### src/rtl/vdac_pkg.sv
// Shared constants and types for the VDAC input quantiser.
// The forward DAC maps a 25-level code to level*255/24. The quantiser inverts that curve.
package vdac_pkg;

  // Threshold width and the scale constants of the forward DAC curve (out = level * DAC_NUM / DAC_DEN).
  localparam int TH_W       = 8;
  localparam int DAC_NUM    = 255;
  localparam int DAC_DEN    = 24;
  localparam int LEVELS_25  = 24;
  localparam int LEVELS_LIN = 31;

  // Width of the stage-1 sum: 255*24 + 248 = 6368 fits in 13 bits.
  localparam int SUM_W = 13;

  // Round-to-nearest threshold, used when dithering is off.
  localparam logic [TH_W-1:0] TH_NEAREST = 8'd128;

  // Output scale selected by the mode pin.
  typedef enum logic {
    MODE_25  = 1'b0,
    MODE_LIN = 1'b1
  } qmode_e;

  // Per-pixel control bits that travel down the pipeline beside the colour data.
  typedef struct packed {
    logic valid;
    logic hs;
    logic vs;
  } vctl_t;

  // 4x4 ordered-dither matrix, indexed [y][x].
  localparam logic [3:0] BAYER [4][4] = '{
    '{4'd0,  4'd8,  4'd2,  4'd10},
    '{4'd12, 4'd4,  4'd14, 4'd6 },
    '{4'd3,  4'd11, 4'd1,  4'd9 },
    '{4'd15, 4'd7,  4'd13, 4'd5 }
  };

  // Threshold t = B*16 + 8. Inverting the frame gives 256 - t, which is the same as using 15 - B (bitwise ~B).
  function automatic logic [TH_W-1:0] bayer_threshold(input logic [1:0] x,
                                                      input logic [1:0] y,
                                                      input logic       invert);
    logic [3:0] b;
    b = BAYER[y][x];
    if (invert) b = ~b;
    return {b, 4'b1000};
  endfunction

endpackage

### src/rtl/vdac_quant_ch.sv
// One colour channel of the quantiser.
// Stage 1 registers the scaled sum and the mode. Stage 2 reduces the sum to the output level.
module vdac_quant_ch
  import vdac_pkg::*;
(
  input  logic            clk,
  input  logic            rst,
  input  logic [7:0]      i_in,
  input  logic [TH_W-1:0] i_t,
  input  qmode_e          i_mode,
  output logic [4:0]      o_q
);

  logic [SUM_W-1:0] w_sum;
  logic [SUM_W-1:0] r_sum;
  qmode_e           r_mode;
  logic [4:0]       w_q25;
  logic [4:0]       w_qlin;
  logic [4:0]       w_q;
  logic [4:0]       r_q;

  // Stage-1 sum. The 25-level path scales by 24 and adds the full threshold.
  // The linear path drops 3 LSBs, so it adds only the top 3 threshold bits (0..7). With t=128 this adds half an LSB (4).
  always_comb begin
    if (i_mode == MODE_25) begin
      w_sum = SUM_W'(i_in) * SUM_W'(DAC_DEN) + SUM_W'(i_t);
    end else begin
      w_sum = SUM_W'(i_in) + SUM_W'(i_t >> 5);
    end
  end

  // Stage-1 registers.
  // NOTE: datapath registers are reset as well, so every output reads 0 straight out of reset even when blanking is not clamped.
  always_ff @(posedge clk or posedge rst) begin
    if (rst) begin
      r_sum  <= '0;
      r_mode <= MODE_25;
    end else begin
      r_sum  <= w_sum;
      r_mode <= i_mode;
    end
  end

  // Exact floor(sum/255) by a comparator tree against every multiple of 255.
  // The tree stops at 24, so the clamp is built in.
  // NOTE: every always_comb output gets a default before any conditional assignment, so no latch can be inferred.
  always_comb begin
    w_q25 = '0;
    for (int k = 1; k <= LEVELS_25; k++) begin
      if ({{(32-SUM_W){1'b0}}, r_sum} >= 32'(k * DAC_NUM)) w_q25 = 5'(k);
    end
    // The linear sum is at most 262. Bit 8 set means the level would be 32 or more, so clamp to 31.
    w_qlin = r_sum[8] ? 5'(LEVELS_LIN) : r_sum[7:3];
    w_q    = (r_mode == MODE_25) ? w_q25 : w_qlin;
  end

  // Stage-2 output register.
  // NOTE: sequential state uses non-blocking assignments so that all registers update together on the edge.
  always_ff @(posedge clk or posedge rst) begin
    if (rst) r_q <= '0;
    else     r_q <= w_q;
  end

  assign o_q = r_q;

endmodule

### src/rtl/vdac_quant.sv
// Quantises 8-bit RGB to 5-bit levels, with optional 4x4 ordered dither and frame-alternating inversion.
// The module is a fixed 2-stage pipeline. Valid and sync signals are delayed to match the colour data.
module vdac_quant
  import vdac_pkg::*;
#(
  parameter int TEMPORAL    = 1,
  parameter int CLAMP_BLANK = 1
) (
  input  logic       clk,
  input  logic       rst,
  input  logic       mode,
  input  logic       dither_en,
  input  logic       i_valid,
  input  logic       i_hs,
  input  logic       i_vs,
  input  logic [7:0] i_r,
  input  logic [7:0] i_g,
  input  logic [7:0] i_b,
  output logic       o_valid,
  output logic       o_hs,
  output logic       o_vs,
  output logic [4:0] o_r,
  output logic [4:0] o_g,
  output logic [4:0] o_b
);

  localparam logic TEMPORAL_EN = logic'(TEMPORAL != 0);
  localparam logic CLAMP_EN    = logic'(CLAMP_BLANK != 0);

  logic            r_hs_prev;
  logic            r_vs_prev;
  logic [1:0]      r_x;
  logic [1:0]      r_y;
  logic            r_par;
  logic            w_hs_rise;
  logic            w_vs_rise;
  logic [1:0]      w_x_pix;
  logic [1:0]      w_y_pix;
  logic [1:0]      w_x_next;
  logic            w_par_pix;
  logic [TH_W-1:0] w_t;
  vctl_t           w_ctl_in;
  vctl_t           r_ctl1;
  vctl_t           r_ctl2;
  logic [4:0]      w_q_r;
  logic [4:0]      w_q_g;
  logic [4:0]      w_q_b;

  // Pixel position in the dither tile.
  // Sync edges are applied before the pixel of the same cycle uses the position. A vsync edge overrides an hsync edge.
  always_comb begin
    w_hs_rise = i_hs & ~r_hs_prev;
    w_vs_rise = i_vs & ~r_vs_prev;
    w_x_pix   = r_x;
    w_y_pix   = r_y;
    if (w_vs_rise) begin
      w_x_pix = '0;
      w_y_pix = '0;
    end else if (w_hs_rise) begin
      w_x_pix = '0;
      w_y_pix = r_y + 2'd1;
    end
    w_x_next  = i_valid ? w_x_pix + 2'd1 : w_x_pix;
    w_par_pix = r_par ^ (w_vs_rise & TEMPORAL_EN);
    w_t       = dither_en ? bayer_threshold(w_x_pix, w_y_pix, w_par_pix) : TH_NEAREST;
    w_ctl_in  = '{valid: i_valid, hs: i_hs, vs: i_vs};
  end

  // Sync edge detectors, tile position and frame parity.
  always_ff @(posedge clk or posedge rst) begin
    if (rst) begin
      r_hs_prev <= 1'b0;
      r_vs_prev <= 1'b0;
      r_x       <= '0;
      r_y       <= '0;
      r_par     <= 1'b0;
    end else begin
      r_hs_prev <= i_hs;
      r_vs_prev <= i_vs;
      r_x       <= w_x_next;
      r_y       <= w_y_pix;
      r_par     <= w_par_pix;
    end
  end

  // Two-stage delay of valid and syncs, aligned with the channel pipelines.
  always_ff @(posedge clk or posedge rst) begin
    if (rst) begin
      r_ctl1 <= '0;
      r_ctl2 <= '0;
    end else begin
      r_ctl1 <= w_ctl_in;
      r_ctl2 <= r_ctl1;
    end
  end

  vdac_quant_ch u_ch_r (
    .clk    (clk),
    .rst    (rst),
    .i_in   (i_r),
    .i_t    (w_t),
    .i_mode (qmode_e'(mode)),
    .o_q    (w_q_r)
  );

  vdac_quant_ch u_ch_g (
    .clk    (clk),
    .rst    (rst),
    .i_in   (i_g),
    .i_t    (w_t),
    .i_mode (qmode_e'(mode)),
    .o_q    (w_q_g)
  );

  vdac_quant_ch u_ch_b (
    .clk    (clk),
    .rst    (rst),
    .i_in   (i_b),
    .i_t    (w_t),
    .i_mode (qmode_e'(mode)),
    .o_q    (w_q_b)
  );

  assign o_valid = r_ctl2.valid;
  assign o_hs    = r_ctl2.hs;
  assign o_vs    = r_ctl2.vs;
  assign o_r     = (CLAMP_EN && !r_ctl2.valid) ? 5'd0 : w_q_r;
  assign o_g     = (CLAMP_EN && !r_ctl2.valid) ? 5'd0 : w_q_g;
  assign o_b     = (CLAMP_EN && !r_ctl2.valid) ? 5'd0 : w_q_b;

endmodule
### config.mk
export PLATFORM = sky130hd
export DESIGN_NAME = vdac_quant
export DESIGN_NICKNAME = d
export VERILOG_FILES = /design/src/rtl/vdac_pkg.sv /design/src/rtl/vdac_quant_ch.sv /design/src/rtl/vdac_quant.sv
export SDC_FILE = /design/constraint.sdc
export NUM_CORES = 1
export LEC_CHECK = 0
export BUFFER_PORTS_ARGS = -buffer_cell sky130_fd_sc_hd__buf_2
export CORE_ASPECT_RATIO = 1.1
export CORE_MARGIN = 3
export CORE_UTILIZATION = 43
export DETAILED_ROUTE_END_ITERATION = 6
export GPL_TIMING_DRIVEN = 0
export HOLD_SLACK_MARGIN = 0.12
export PLACE_DENSITY = 0.7
export SYNTH_ARGS = -nofsm -noshare
export SYNTH_HDL_FRONTEND = slang
export SYNTH_SLANG_ARGS = --single-unit
### constraint.sdc
create_clock -name clk -period 9.5 [get_ports clk]
set_input_delay 1.425 -clock clk [delete_from_list [all_inputs] [get_ports clk]]
set_output_delay 1.425 -clock clk [all_outputs]
set_load 0.02 [all_outputs]
## Word-level counts from Yosys, hierarchy flattened

Cells that the tools add are included.

| cells by class | value |
|---|---|
| bitwise logic cells | 8 |
| $add $sub $neg | 8 |
| magnitude comparators | 74 |
| mux-type cells | 97 |
| $mul | 3 |

Operator list:

| kind | number |
|---|---|
| $ge 13x12->1 const B | 24 |
| $ge 13x13->1 const B | 24 |
| $mux 5 | 36 |
| $ge 13x11->1 const B | 12 |
| $mux 4 | 27 |
| $ge 13x10->1 const B | 6 |
| $add 13x8->13 | 3 |
| $ge 13x8->1 const B | 3 |
| $ge 13x9->1 const B | 3 |
| $mux 13 | 3 |
| $mux 3 | 12 |
| $bmux 16 s2 | 1 |
| $mux 16 | 2 |
| $mul 8x2->10 const B | 3 |
| $add 8x3->9 | 3 |
| $mux 2 | 11 |
| $bmux 4 s2 | 1 |
| $mux 8 | 1 |
| $ge 3x3->1 const B | 2 |
| $not 2->3 | 2 |
| $add 2x1->2 const B | 2 |
| $not 4->4 | 1 |
| $mux 1 | 3 |
| $and 1x1->1 | 2 |
| 2 further kinds | 3 |

| word-level totals | value |
|---|---|
| output and inout port bits | 18 |
| register bits after elaboration | 66 |

## Longest topological paths before layout

| logic depth | value |
|---|---|
| depth after elaboration | 26 |
| depth in mapped cells | 14 |
| mapped depth without buffers | 13 |

## By module

A second synthesis with hierarchy kept.

| unflattened totals | value |
|---|---|
| cell total of the unflattened synthesis | 849 |
| area, all modules | 7158.1 µm² |

Modules (own cells, without submodules):

| module | times used | cells an instance | sequential area each (µm²) | area each (µm²) |
|---|---|---|---|---|
| vdac_quant_ch (u_ch_b ...) | 2 | 259 | 475.5 | 2167.1 |
| vdac_quant_ch (u_ch_r) | 1 | 270 | 475.5 | 2220.9 |
| vdac_quant | 1 | 61 | 275.3 | 603.1 |

## Least setup slack after synthesis

No wires, ideal clock.

| timing path | value |
|---|---|
| path type | input-to-reg |
| from | in i_hs |
| to | reg u_ch_b.r_sum[12] |
| data arrival time | 3.982 ns |
| cell stages on the path | 13 |
| path slack | 5.391 ns |
| path through | nor2b_1 -> clkbuf_1 -> mux2i_1 -> xnor2_1 -> or3_1 -> and3_1 -> ha_1 -> o21ai_0 -> o21bai_1 -> a21oi_1 -> nor4_2 -> and4bb_1 -> mux2_1 |

| on the way | value |
|---|---|
| word-level cells in the longest chain between the ends | 15 |
| elaborated cells between the ends (all ways) | 18 |
| those cells by class | add/sub: 1; mux: 13; bitwise: 4 |

Ends and longest elaborated chain:

| what | line | RTL |
|---|---|---|
| from (decl) | vdac_quant.sv:14 | `input logic i_hs,` |
| $and 1x1->1 (*) | vdac_quant.sv:52 | `w_hs_rise = i_hs & ~r_hs_prev;` |
| $mux 2 | vdac_quant.sv:59 | `end else if (w_hs_rise) begin` |
| $mux 2 | vdac_quant.sv:56 | `if (w_vs_rise) begin` |
| $not 2->3 (not written as such) | vdac_pkg.sv:44 | `b = BAYER[y][x];` |
| $bmux 16 s2 | vdac_pkg.sv:44 |  |
| $mux 16 (not written as such) (2 in a row) | vdac_pkg.sv:44 |  |
| $bmux 4 s2 (*) | vdac_pkg.sv:44 |  |
| $mux 4 (not written as such) (*) (2 in a row) | vdac_pkg.sv:44 |  |
| $not 4->4 | vdac_pkg.sv:45 | `if (invert) b = ~b;` |
| $mux 4 (*) | vdac_pkg.sv:45 |  |
| $mux 8 (*) | vdac_quant.sv:65 | `w_t = dither_en ? bayer_threshold(w_x_pix, w_y_pix, w_par_pix) : TH_NEAREST;` |
| $add 13x8->13 (*) | vdac_quant_ch.sv:26 | `w_sum = SUM_W'(i_in) * SUM_W'(DAC_DEN) + SUM_W'(i_t);` |
| $mux 13 (*) | vdac_quant_ch.sv:25 | `if (i_mode == MODE_25) begin` |
| via u_ch_b.w_sum[12] | vdac_quant_ch.sv:14 | `logic [SUM_W-1:0] w_sum;` |
| to (signal assigned) | vdac_quant_ch.sv:39 | `r_sum <= w_sum;` |
| to (decl) | vdac_quant_ch.sv:15 | `logic [SUM_W-1:0] r_sum;` |

Mark *: on every way through the listed nets, which the timed path passes. The rest lies on a longest branch. The select of a mux whose other input is x is not followed.

## Final worst setup path

| timing path | value |
|---|---|
| from | in i_hs |
| to | reg u_ch_r.r_sum[12] |

| on the way | value |
|---|---|
| word-level cells in the longest chain between the ends | 15 |
| elaborated cells between the ends (all ways) | 18 |
| those cells by class | add/sub: 1; mux: 13; bitwise: 4 |

Ends and longest elaborated chain:

| what | line | RTL |
|---|---|---|
| $and 1x1->1 (*) | vdac_quant.sv:52 |  |
| $mux 2 (*) | vdac_quant.sv:59 |  |
| $mux 2 (*) | vdac_quant.sv:56 |  |
| via w_y_pix[1] | vdac_quant.sv:38 | `logic [1:0] w_y_pix;` |
| $not 2->3 (not written as such) (*) | vdac_pkg.sv:44 |  |
| $bmux 16 s2 (*) | vdac_pkg.sv:44 |  |
| $mux 16 (not written as such) (*) (2 in a row) | vdac_pkg.sv:44 |  |
| $bmux 4 s2 (*) | vdac_pkg.sv:44 |  |
| $mux 4 (not written as such) (*) (2 in a row) | vdac_pkg.sv:44 |  |
| $not 4->4 | vdac_pkg.sv:45 |  |
| $mux 4 (*) | vdac_pkg.sv:45 |  |
| $mux 8 (*) | vdac_quant.sv:65 |  |
| $add 13x8->13 (*) | vdac_quant_ch.sv:26 |  |
| $mux 13 (*) | vdac_quant_ch.sv:25 |  |
| via u_ch_r.w_sum[12] | vdac_quant_ch.sv:14 |  |
| to (signal assigned) | vdac_quant_ch.sv:39 |  |
| to (decl) | vdac_quant_ch.sv:15 |  |

Marks and branches as above.

==> results.toml <==
[power]
p_leak_nw = 3.27
p_per_area_mw_per_mm2 = 228
peakVddDrop_mv = 0.0983

[worst_setup_path]
crit_type = "in -> reg"
cp.arrival_ps = 4430
required_ps = 9710
critPathLaunchType = "input pin"
cp-end-kind = "register"
crit_fanout = 7

[die]
die_w_um = 128
start_util = 0.442
rows = 48
core_mm2 = 0.0158
die_h_um = 140
io_pins = 49
dieArea_mm2 = 0.0178

[timing]
finalSetupViolCount = 0
setup_tns_ps = 0
drv_slew = 0
fin_crit_ps = 4230
hold_slack_ps = 376
fin_worst_skew_ps = 10.2
post-route-period-util = 0.445
worst_pin_slew_ps = 823
worst_slack_ps = 5270
finalHoldViolCount = 0
maxSlewHeadroom = 0.444
rsz0062_at_grt = "false"
timing.fmax_mhz = 237

[place]
dp_slack_ps = 4930
dp_hpwl_um = 14400
place.gp.congestion = 0.943
port_buffers = 48

[clocking]
cts_hold_buf = 0
numCtsBuffers = 9
tritoncts = "yes"
cts.sinks = 66
insertion_delay_ps = 340
cts_buffer_depth = 2
root_buffer = "clkbuf_16"
cts_resized = 0
post-cts-setup-buffers = 0
htreeDepth = 3
path_clk_slew_ps = 60

[outcome]
status = "finished clean"

[final_layout]
layout_common_cells = "nor2_1 (77), a21oi_1 (73), o21ai_0 (68), dfrtp_1 (66), buf_2 (62)"
area_growth_pct = 11.6
drive_gt1_frac = 0.119
layout_commonest_cell = "nor2_1"
n_fill_cell = 1530
antenna_cells = 0
fin_nets = 1023

[synth]
synth_seq_cells = 66
synth_edf_count = 0
synth-seq-area-share = 0.236
synthCells = 874
synth_area_mm2 = 0.00698
synth.distinct_cells = 84
ys.flop_type = "dfrtp_1"
synth_warnings = 0
synth-async-reset-ratio = 1.00
syn-num-nets = 963
syn_avg_cell_area_um2 = 7.99

[routing]
ant_nets = 0
drt_iter0_drc = 790
drt_wl_total_um = 18700
wl_per_cell_um = 16.4
num_vias = 6842
drcViolationCount = 0
viasPerCell = 6.01
drtPass1Iterations = 6

[grt]
first_global_vias = 6330
grt.overflow.total = 0
grt_first_pass_wirelength_um = 30800
grt_usage = 0.208
grt_max_degree = 39
grt_antenna_before_repair = 0

[hold_path]
hp-class = "reg -> reg"

[flow_run]
drv_cap = 0
==> per-layer routing <==
layer / global-route usage / vias to the layer above / share of wire
li1: - / 3366 / -
met5: 0 / - / 0
met1: 0.286 / 3141 / 0.45
met2: 0.332 / 286 / 0.46
met4: 0.0762 / 0 / 0.028
met3: 0.0284 / 49 / 0.063
==> final timing paths <==
path	cells past startpoint	start	slack, ps	end
max in group asynchronous	3	rst	7750	u_ch_g.r_sum[11]$_DFF_PP0_
worst min register to register	0	r_ctl1[1]$_DFF_PP0_	380	o_hs$_DFF_PP0_
worst max-delay path	15	i_hs	5270	u_ch_r.r_sum[12]$_DFF_PP0_
min in group asynchronous	2	rst	1150	u_ch_r.o_q[3]$_DFF_PP0_
worst min-delay path	0	r_ctl1[1]$_DFF_PP0_	380	o_hs$_DFF_PP0_
worst max register to register	14	r_ctl1[1]$_DFF_PP0_	6080	u_ch_r.r_sum[12]$_DFF_PP0_
==> cells in the mapped netlist (15+ instances only) <==
master | instances | area share
a211oi_1 | 21 | 0.023
clkbuf_1 | 38 | 0.020
xor2_1 | 16 | 0.020
o211ai_1 | 15 | 0.016
and2_1 | 24 | 0.021
a21oi_1 | 73 | 0.052
nor3_1 | 22 | 0.016
ha_1 | 49 | 0.088
o21ai_0 | 68 | 0.049
xnor2_1 | 35 | 0.044
nand2_1 | 42 | 0.023
a21o_1 | 24 | 0.026
inv_1 | 37 | 0.020
dfrtp_1 | 66 | 0.24
a31oi_1 | 22 | 0.020
nor2b_1 | 15 | 0.013
nor2_1 | 77 | 0.041
==> worst max-delay path, stage by stage <==
cell and delay [ps]:
buf_2 80, nor2b_1 110, clkbuf_1 270, nand2_1 120
xor2_1 150, nor2_1 150, xnor2_1 150, and2_1 380
ha_1 320, a211oi_1 240, o21bai_1 110, a21oi_1 280
nor4_2 90, and4bb_1 240, mux2_1 330
==> kinds of logic (layout without fill, tap and decap cells) <==
group           after synthesis  after routing  synth area share
compound gates              323            323             0.307
xor+xnor                     51             51            0.0640
mux                           7              7            0.0111
simple gates                275            275             0.212
fa+ha+maj                    59             59             0.115
buf+inv                      93            158            0.0543
flops                        66             66             0.236
==> area by class of cell <==
type / instances / area, µm² / area share
inverters: 37 / 139 / 0.0178
well taps: 200 / 250 / 0.0321
plain buffers: 56 / 240 / 0.0308
clock buffers: 9 / 225 / 0.0289
clock inverters: 7 / 77.6 / 0.00995
flip-flops and latches: 66 / 1650 / 0.212
multi-input cells: 715 / 4950 / 0.635
repair buffers: 49 / 260 / 0.0334
==> registers in the layout, summed over array words and instances, names as in the netlist <==
name           cells
u_ch_r.r_sum      13
u_ch_g.o_q         5
u_ch_b.r_sum      13
u_ch_b.r_mode      1
o_vs               1
r_y                2
u_ch_g.r_sum      13
r_par              1
u_ch_b.o_q         5
o_hs               1
r_x                2
r_ctl1             3
o_valid            1
u_ch_r.o_q         5
==> power breakdown <==
part	leakage [nW]	internal (mW)	switching, mW
Combinational	2.32	0.392	0.612
Clock	0.146	0.205	0.126
Sequential	0.803	0.364	0.0816
==> stage by stage <==
stage	std cells	total power, mW	util	cell area, µm²
after floorplan	874	1.19	-	6980
after global placement	1122	1.42	0.473	7470
after detailed placement	1123	1.43	0.474	7490
after CTS	1139	1.77	0.494	7800
after global routing	1139	1.92	0.494	7800
final	1139	1.78	0.494	7800
Note: power is estimated with default switching activity, not from simulation.
